## config.mk

```make
export PLATFORM = sky130hd
export DESIGN_NAME = sat_accum_16bit
export DESIGN_NICKNAME = d
export VERILOG_FILES = /design/src/rtl/sat_accum_16bit_pkg.sv /design/src/rtl/addsub_16bit.sv /design/src/rtl/sat_accum_16bit.sv
export SDC_FILE = /design/constraint.sdc
export NUM_CORES = 1
export LEC_CHECK = 0
export ABC_AREA = 1
export BUFFER_PORTS_ARGS = -buffer_cell sky130_fd_sc_hd__buf_2
export CAP_MARGIN = 20
export CORE_MARGIN = 8
export CORE_UTILIZATION = 25
export CTS_CLUSTER_SIZE = 40
export DETAILED_ROUTE_END_ITERATION = 12
export PLACE_DENSITY_LB_ADDON = 0.2
export SLEW_MARGIN = 25
export SYNTH_ARGS = -nofsm -noshare
export SYNTH_HDL_FRONTEND = slang
export SYNTH_SLANG_ARGS = --single-unit
```

## constraint.sdc

```tcl
create_clock -name clk -period 2.2 [get_ports clk]
set_input_delay 0.11 -clock clk [delete_from_list [all_inputs] [get_ports clk]]
set_output_delay 0.11 -clock clk [all_outputs]
set_load 0.01 [all_outputs]
```

## src/rtl/sat_accum_16bit_pkg.sv

```systemverilog
// Shared definitions for the saturating accumulator: datapath width,
// saturation limits and the handshake state encoding.
package sat_accum_16bit_pkg;

  localparam int DATA_W = 16;

  localparam logic [DATA_W-1:0] SAT_MAX = 16'h7FFF;
  localparam logic [DATA_W-1:0] SAT_MIN = 16'h8000;

  typedef enum logic [1:0] {
    IDLE  = 2'd0,
    ACCUM = 2'd1,
    DONE  = 2'd2
  } state_e;

endpackage

```

## src/rtl/addsub_16bit.sv

```systemverilog
// 16-bit two's-complement add/subtract with signed saturation.
// The wrapped sum is also exported so the caller can derive its own flags.
module addsub_16bit
  import sat_accum_16bit_pkg::*;
(
  input  logic [DATA_W-1:0] a,
  input  logic [DATA_W-1:0] b,
  input  logic              sub,
  output logic [DATA_W-1:0] sum,
  output logic [DATA_W-1:0] raw
);

  logic [DATA_W-1:0] b_eff;
  logic              pos_ovf;
  logic              neg_ovf;

  // Subtraction is a + ~b + 1, so 0 - 0x8000 overflows positive and saturates.
  assign b_eff   = sub ? ~b : b;
  assign raw     = a + b_eff + {{(DATA_W-1){1'b0}}, sub};
  assign pos_ovf = !a[DATA_W-1] && !b_eff[DATA_W-1] &&  raw[DATA_W-1];
  assign neg_ovf =  a[DATA_W-1] &&  b_eff[DATA_W-1] && !raw[DATA_W-1];

  always_comb begin
    sum = raw;
    if (pos_ovf)      sum = SAT_MAX;
    else if (neg_ovf) sum = SAT_MIN;
  end

endmodule

```

## src/rtl/sat_accum_16bit.sv

```systemverilog
// Saturating signed accumulator: accepts a sequence of add/sub beats ended by
// in_last, then presents the result with Z/N/V flags and a beat count.
module sat_accum_16bit
  import sat_accum_16bit_pkg::*;
#(
  parameter int CNT_W = 4
) (
  input  logic              clk,
  input  logic              rst,
  input  logic              in_valid,
  output logic              in_ready,
  input  logic [DATA_W-1:0] in_data,
  input  logic              in_sub,
  input  logic              in_last,
  output logic              out_valid,
  input  logic              out_ready,
  output logic [DATA_W-1:0] out_sum,
  output logic              out_z,
  output logic              out_n,
  output logic              out_v,
  output logic [CNT_W-1:0]  out_count
);

  state_e             state_q, state_d;
  logic [DATA_W-1:0]  acc_q, acc_d;
  logic               v_q, v_d;
  logic [CNT_W-1:0]   cnt_q, cnt_d;

  logic [DATA_W-1:0]  sat_sum;
  logic [DATA_W-1:0]  raw_sum;
  logic               b_eff_sign;
  logic               step_ovf;
  logic               accept;

  addsub_16bit u_addsub (
    .a   (acc_q),
    .b   (in_data),
    .sub (in_sub),
    .sum (sat_sum),
    .raw (raw_sum)
  );

  // A step saturates when both effective operands share a sign the wrapped result lacks.
  assign b_eff_sign = in_sub ? ~in_data[DATA_W-1] : in_data[DATA_W-1];
  assign step_ovf   = (acc_q[DATA_W-1] == b_eff_sign) &&
                      (raw_sum[DATA_W-1] != acc_q[DATA_W-1]);

  assign in_ready  = (state_q != DONE);
  assign out_valid = (state_q == DONE);
  assign accept    = in_valid && in_ready;

  always_comb begin
    // NOTE: every signal written here gets a default first, so no path can infer a latch.
    state_d = state_q;
    acc_d   = acc_q;
    v_d     = v_q;
    cnt_d   = cnt_q;
    case (state_q)
      IDLE, ACCUM: begin
        if (accept) begin
          acc_d   = sat_sum;
          v_d     = v_q || step_ovf;
          cnt_d   = (cnt_q == {CNT_W{1'b1}}) ? cnt_q : cnt_q + CNT_W'(1);
          state_d = in_last ? DONE : ACCUM;
        end
      end
      DONE: begin
        if (out_ready) begin
          state_d = IDLE;
          acc_d   = '0;
          v_d     = 1'b0;
          cnt_d   = '0;
        end
      end
      default: begin
        state_d = IDLE;
        acc_d   = '0;
        v_d     = 1'b0;
        cnt_d   = '0;
      end
    endcase
  end

  // NOTE: state registers use non-blocking assignments so all flops update together.
  always_ff @(posedge clk) begin
    if (rst) begin
      state_q <= IDLE;
      acc_q   <= '0;
      v_q     <= 1'b0;
      cnt_q   <= '0;
    end else begin
      state_q <= state_d;
      acc_q   <= acc_d;
      v_q     <= v_d;
      cnt_q   <= cnt_d;
    end
  end

  assign out_sum   = acc_q;
  assign out_z     = (acc_q == '0);
  assign out_n     = acc_q[DATA_W-1];
  assign out_v     = v_q;
  assign out_count = cnt_q;

endmodule

```

==> summary.md <==
| Metric | Value |
|---|---|
| Hold Path Origin | `in_last` |
| Chip width | `approximately 110 um` |
| Top Ports | `47` |
| Pleak | `around 1.5 nW` |
| IO buf count | `46` |
| Clock root cell | `clkbuf_8` |
| Cell Int Power | `1.55 mW` |
| # fillers | `910` |
| Syn Std Cell Area | `about 2100 um2` |
| Layout Cells excl Fill | `497` |
| HPWL Detailed | `4.96 mm` |
| Area of the core | `about 8200 um2` |
| Synth warn | `0` |
| Gate power share | `67.5%` |
| WL final | `around 6.4 mm` |
| Period minus WS final | `2.00 ns` |
| Fin Clk Skew | `0.00532 ns` |
| Die H | `108 um` |
| Routed WL per cell | `about 13 um` |
| Period utilization | `90.7%` |
| Crit-path cells | `ha_1, nand2_1, nand2_1, nand3_1, nand2_1, a21oi_2, nand2_2, nand2_2, nand3_2, nand2_8, nor2_1, nor2_1, nor2_1` |
| Post-route ant nets | `0` |
| First-pass GRT wire length | `10.5 mm` |
| Num CTS Buffers | `3` |
| Syn Inst Count | `312` |
| Hold WC Path Type | `primary input to register` |
| Synth unique cells | `33` |
| GP Congestion | `0.798` |
| Num Clock Sinks | `23` |
| Critical Path AT | `2.15 ns` |
| Final Max Slew Viols | `0` |
| Pre-CTS setup slack | `-0.192 ns` |
| Min Hold Slack | `0.105 ns` |
| Layout cells sized above 1 | `just under 30%` |
| Remaining Overflow, GRT | `0` |
| Worst Hold Depth | `4` |
| Area Growth Syn to Fin | `32.8%` |
| CTS tree | `done` |
| Placed Cells incl. Taps | `492` |
| Clock share of power | `9.8%` |
| CP max FO | `14` |
| Power share of the sequential group | `22.6%` |
| Sw Share | `46.1%` |
| Startpoint Class | `register` |
| Type of the worst setup path | `register to register` |
| Reg-to-reg slack, setup | `between 0.2 and 0.25 ns` |
| Maximum vdd ir drop | `401 uV` |
| Post-DP Area | `between 2000 and 3000 um2` |
| Register area share after synthesis | `21.9%` |
| WHS Endpoint | `state_q[0]` |
| DR vias/cell | `4.37` |
| Largest net degree at the start of global routing | `22` |
| Vias in the first global route | `2239` |
| Reg2Reg Depth | `13` |
| Final-report hold violation count | `0` |
| PwrDens | `between 1000 and 1500 nW/um2` |
| Top_reg_cell synth | `dfxtp_1` |
| Die ar. | `11600 um2` |
| Post-synthesis register bit count | `23` |
| Clock Path Buffers | `2` |
| Slowest cell on crit path | `dfxtp_2` |
| Critical Path RT | `between 2 and 2.5 ns` |
| Initial antenna violation count | `0` |
| Mean Syn Cell Area | `between 6 and 7 um2` |
| Worst-Margin Slew | `0.586 ns` |
| Skew-Pair Late Insertion Delay | `about 0.27 ns` |
| Clock-pin slew on the worst setup and hold paths | `0.09 ns` |
| Fraction of registers with async set/reset | `0%` |
| Final Net Count | `435` |
| Slew HR | `between 60% and 70%` |
| Pre-antenna DRT Iters | `5` |
| Peak Freq | `501 MHz` |
| Status | `complete, no violations` |
| Cell area after layout | `2790 um2` |
| H-Tree Depth | `1` |
| Worst reg2reg path endpoint | `out_sum[12]` |
| Total net switching power | `1.32 mW` |
| DR iter-0 viols | `88` |
| Final setup fails | `0` |
| Sum of negative setup slack | `0 ns` |
| Routed via count | `2174` |
| Initial core utilization | `roughly 26%` |
| Reg-to-Reg Start | `out_sum[8]` |
| Setup slack after layout | `0.204 ns` |
| Slowest stage delay, CP | `0.35 ns` |
| Max Cap Viol | `0` |
| Most common cell after layout, fill and taps aside | `nand2_1` |
| Syn_nets | `roughly 350` |
| Crit end category | `register` |
| Post-synth EDFFs | `0` |
| Row count | `33` |
| DRC viols | `0` |
| Commonest cells after routing, fill and taps aside | `78 x nand2_1, 53 x nor2_1, 45 x buf_2` |
| Total GRT Usage | `roughly 11%` |
| # diodes | `0` |
[Yosys cell counts, types with 4 or more instances]
master	count	share of area, %
nand2_1	79	14
nor2_1	53	9.5
a21oi_1	24	5.7
dfxtp_1	23	22
inv_1	21	3.8
xor2_1	21	8.8
ha_1	19	11
nand3_1	17	4.0
xnor2_1	8	3.3
nand2_2	7	2.1
buf_6	4	2.1
nor3_1	4	0.95
[cell type report]
class / count / area [um2] / share of cell area [%]
timing repair buffer: 84 / 518 / 18.6
inverter: 24 / 90.1 / 3.23
tap: 105 / 131 / 4.71
clock buffer: 4 / 45.0 / 1.61
sequential: 23 / 462 / 16.5
multi-input combinational: 257 / 1540 / 55.3
[stage by stage]
step	total power, mW	util, %
finish	2.87	34.1
global route	3.20	34.1
CTS	2.82	33.1
detailed placement	2.52	32.6
global placement	2.52	32.6
floorplan	1.80	-
[worst max path at each step]
stage                          start          end
final                     out_sum[8]  out_sum[12]
after global routing      out_sum[4]   out_sum[7]
after CTS                     in_sub   out_sum[9]
after detailed placement      in_sub   out_sum[9]
after global placement        in_sub  out_sum[12]
after floorplan               in_sub   out_sum[0]
[critical path: cells and delay by family (launching register included)]
| family | cells | cell delay (ns) |
|---|---|---|
| adders and majority gates | 1 | 0.32 |
| and+or+nand+nor | 11 | 0.97 |
| DFF | 1 | 0.35 |
| AOI/OAI and AO/OA | 1 | 0.22 |
[sequential cells by signal, indices dropped and copies added (netlist names)]
register / flops
out_count: 4
out_v: 1
out_sum: 16
state_q: 2
[power groups by stage]
stage               Combinational [mW]  Clock (mW)  Sequential [mW]
floorplan                         1.12           0            0.677
global placement                  1.87           0            0.658
detailed placement                1.86           0            0.657
CTS                               1.87       0.295            0.648
global route                      2.21       0.312            0.671
finish                            1.94       0.282            0.651
[cells by family (layout without fill, tap and decap cells)]
group                      count (synthesis)  count (layout)  synth area share, %
and+or+nand+nor                          175             176                 37.0
AOI/OAI and AO/OA                         32              32                 8.46
adders and majority gates                 20              20                 12.3
buffers and inverters                     33             112                 8.28
DFF                                       23              23                 21.9
xor gates and xnor gates                  29              29                 12.1
[repair_timing]
action	4_1_cts	5_1_grt
buffers inserted	0	0
hold buffers	0	0
gates resized for setup	0	11
endpoints found under the setup margin	0	15
hold endpoints to repair	0	0
[per-layer routing]
| metal | up-vias | wire length [um] | track usage (%) |
|---|---|---|---|
| met4 | 0 | 44 | 2.97 |
| met2 | 36 | 3040 | 19.1 |
| met1 | 974 | 3150 | 14.3 |
| met3 | 4 | 207 | 1.20 |
| met5 | - | 0 | 0 |
| li1 | 1160 | - | - |
(Power assumes the default switching activity.)
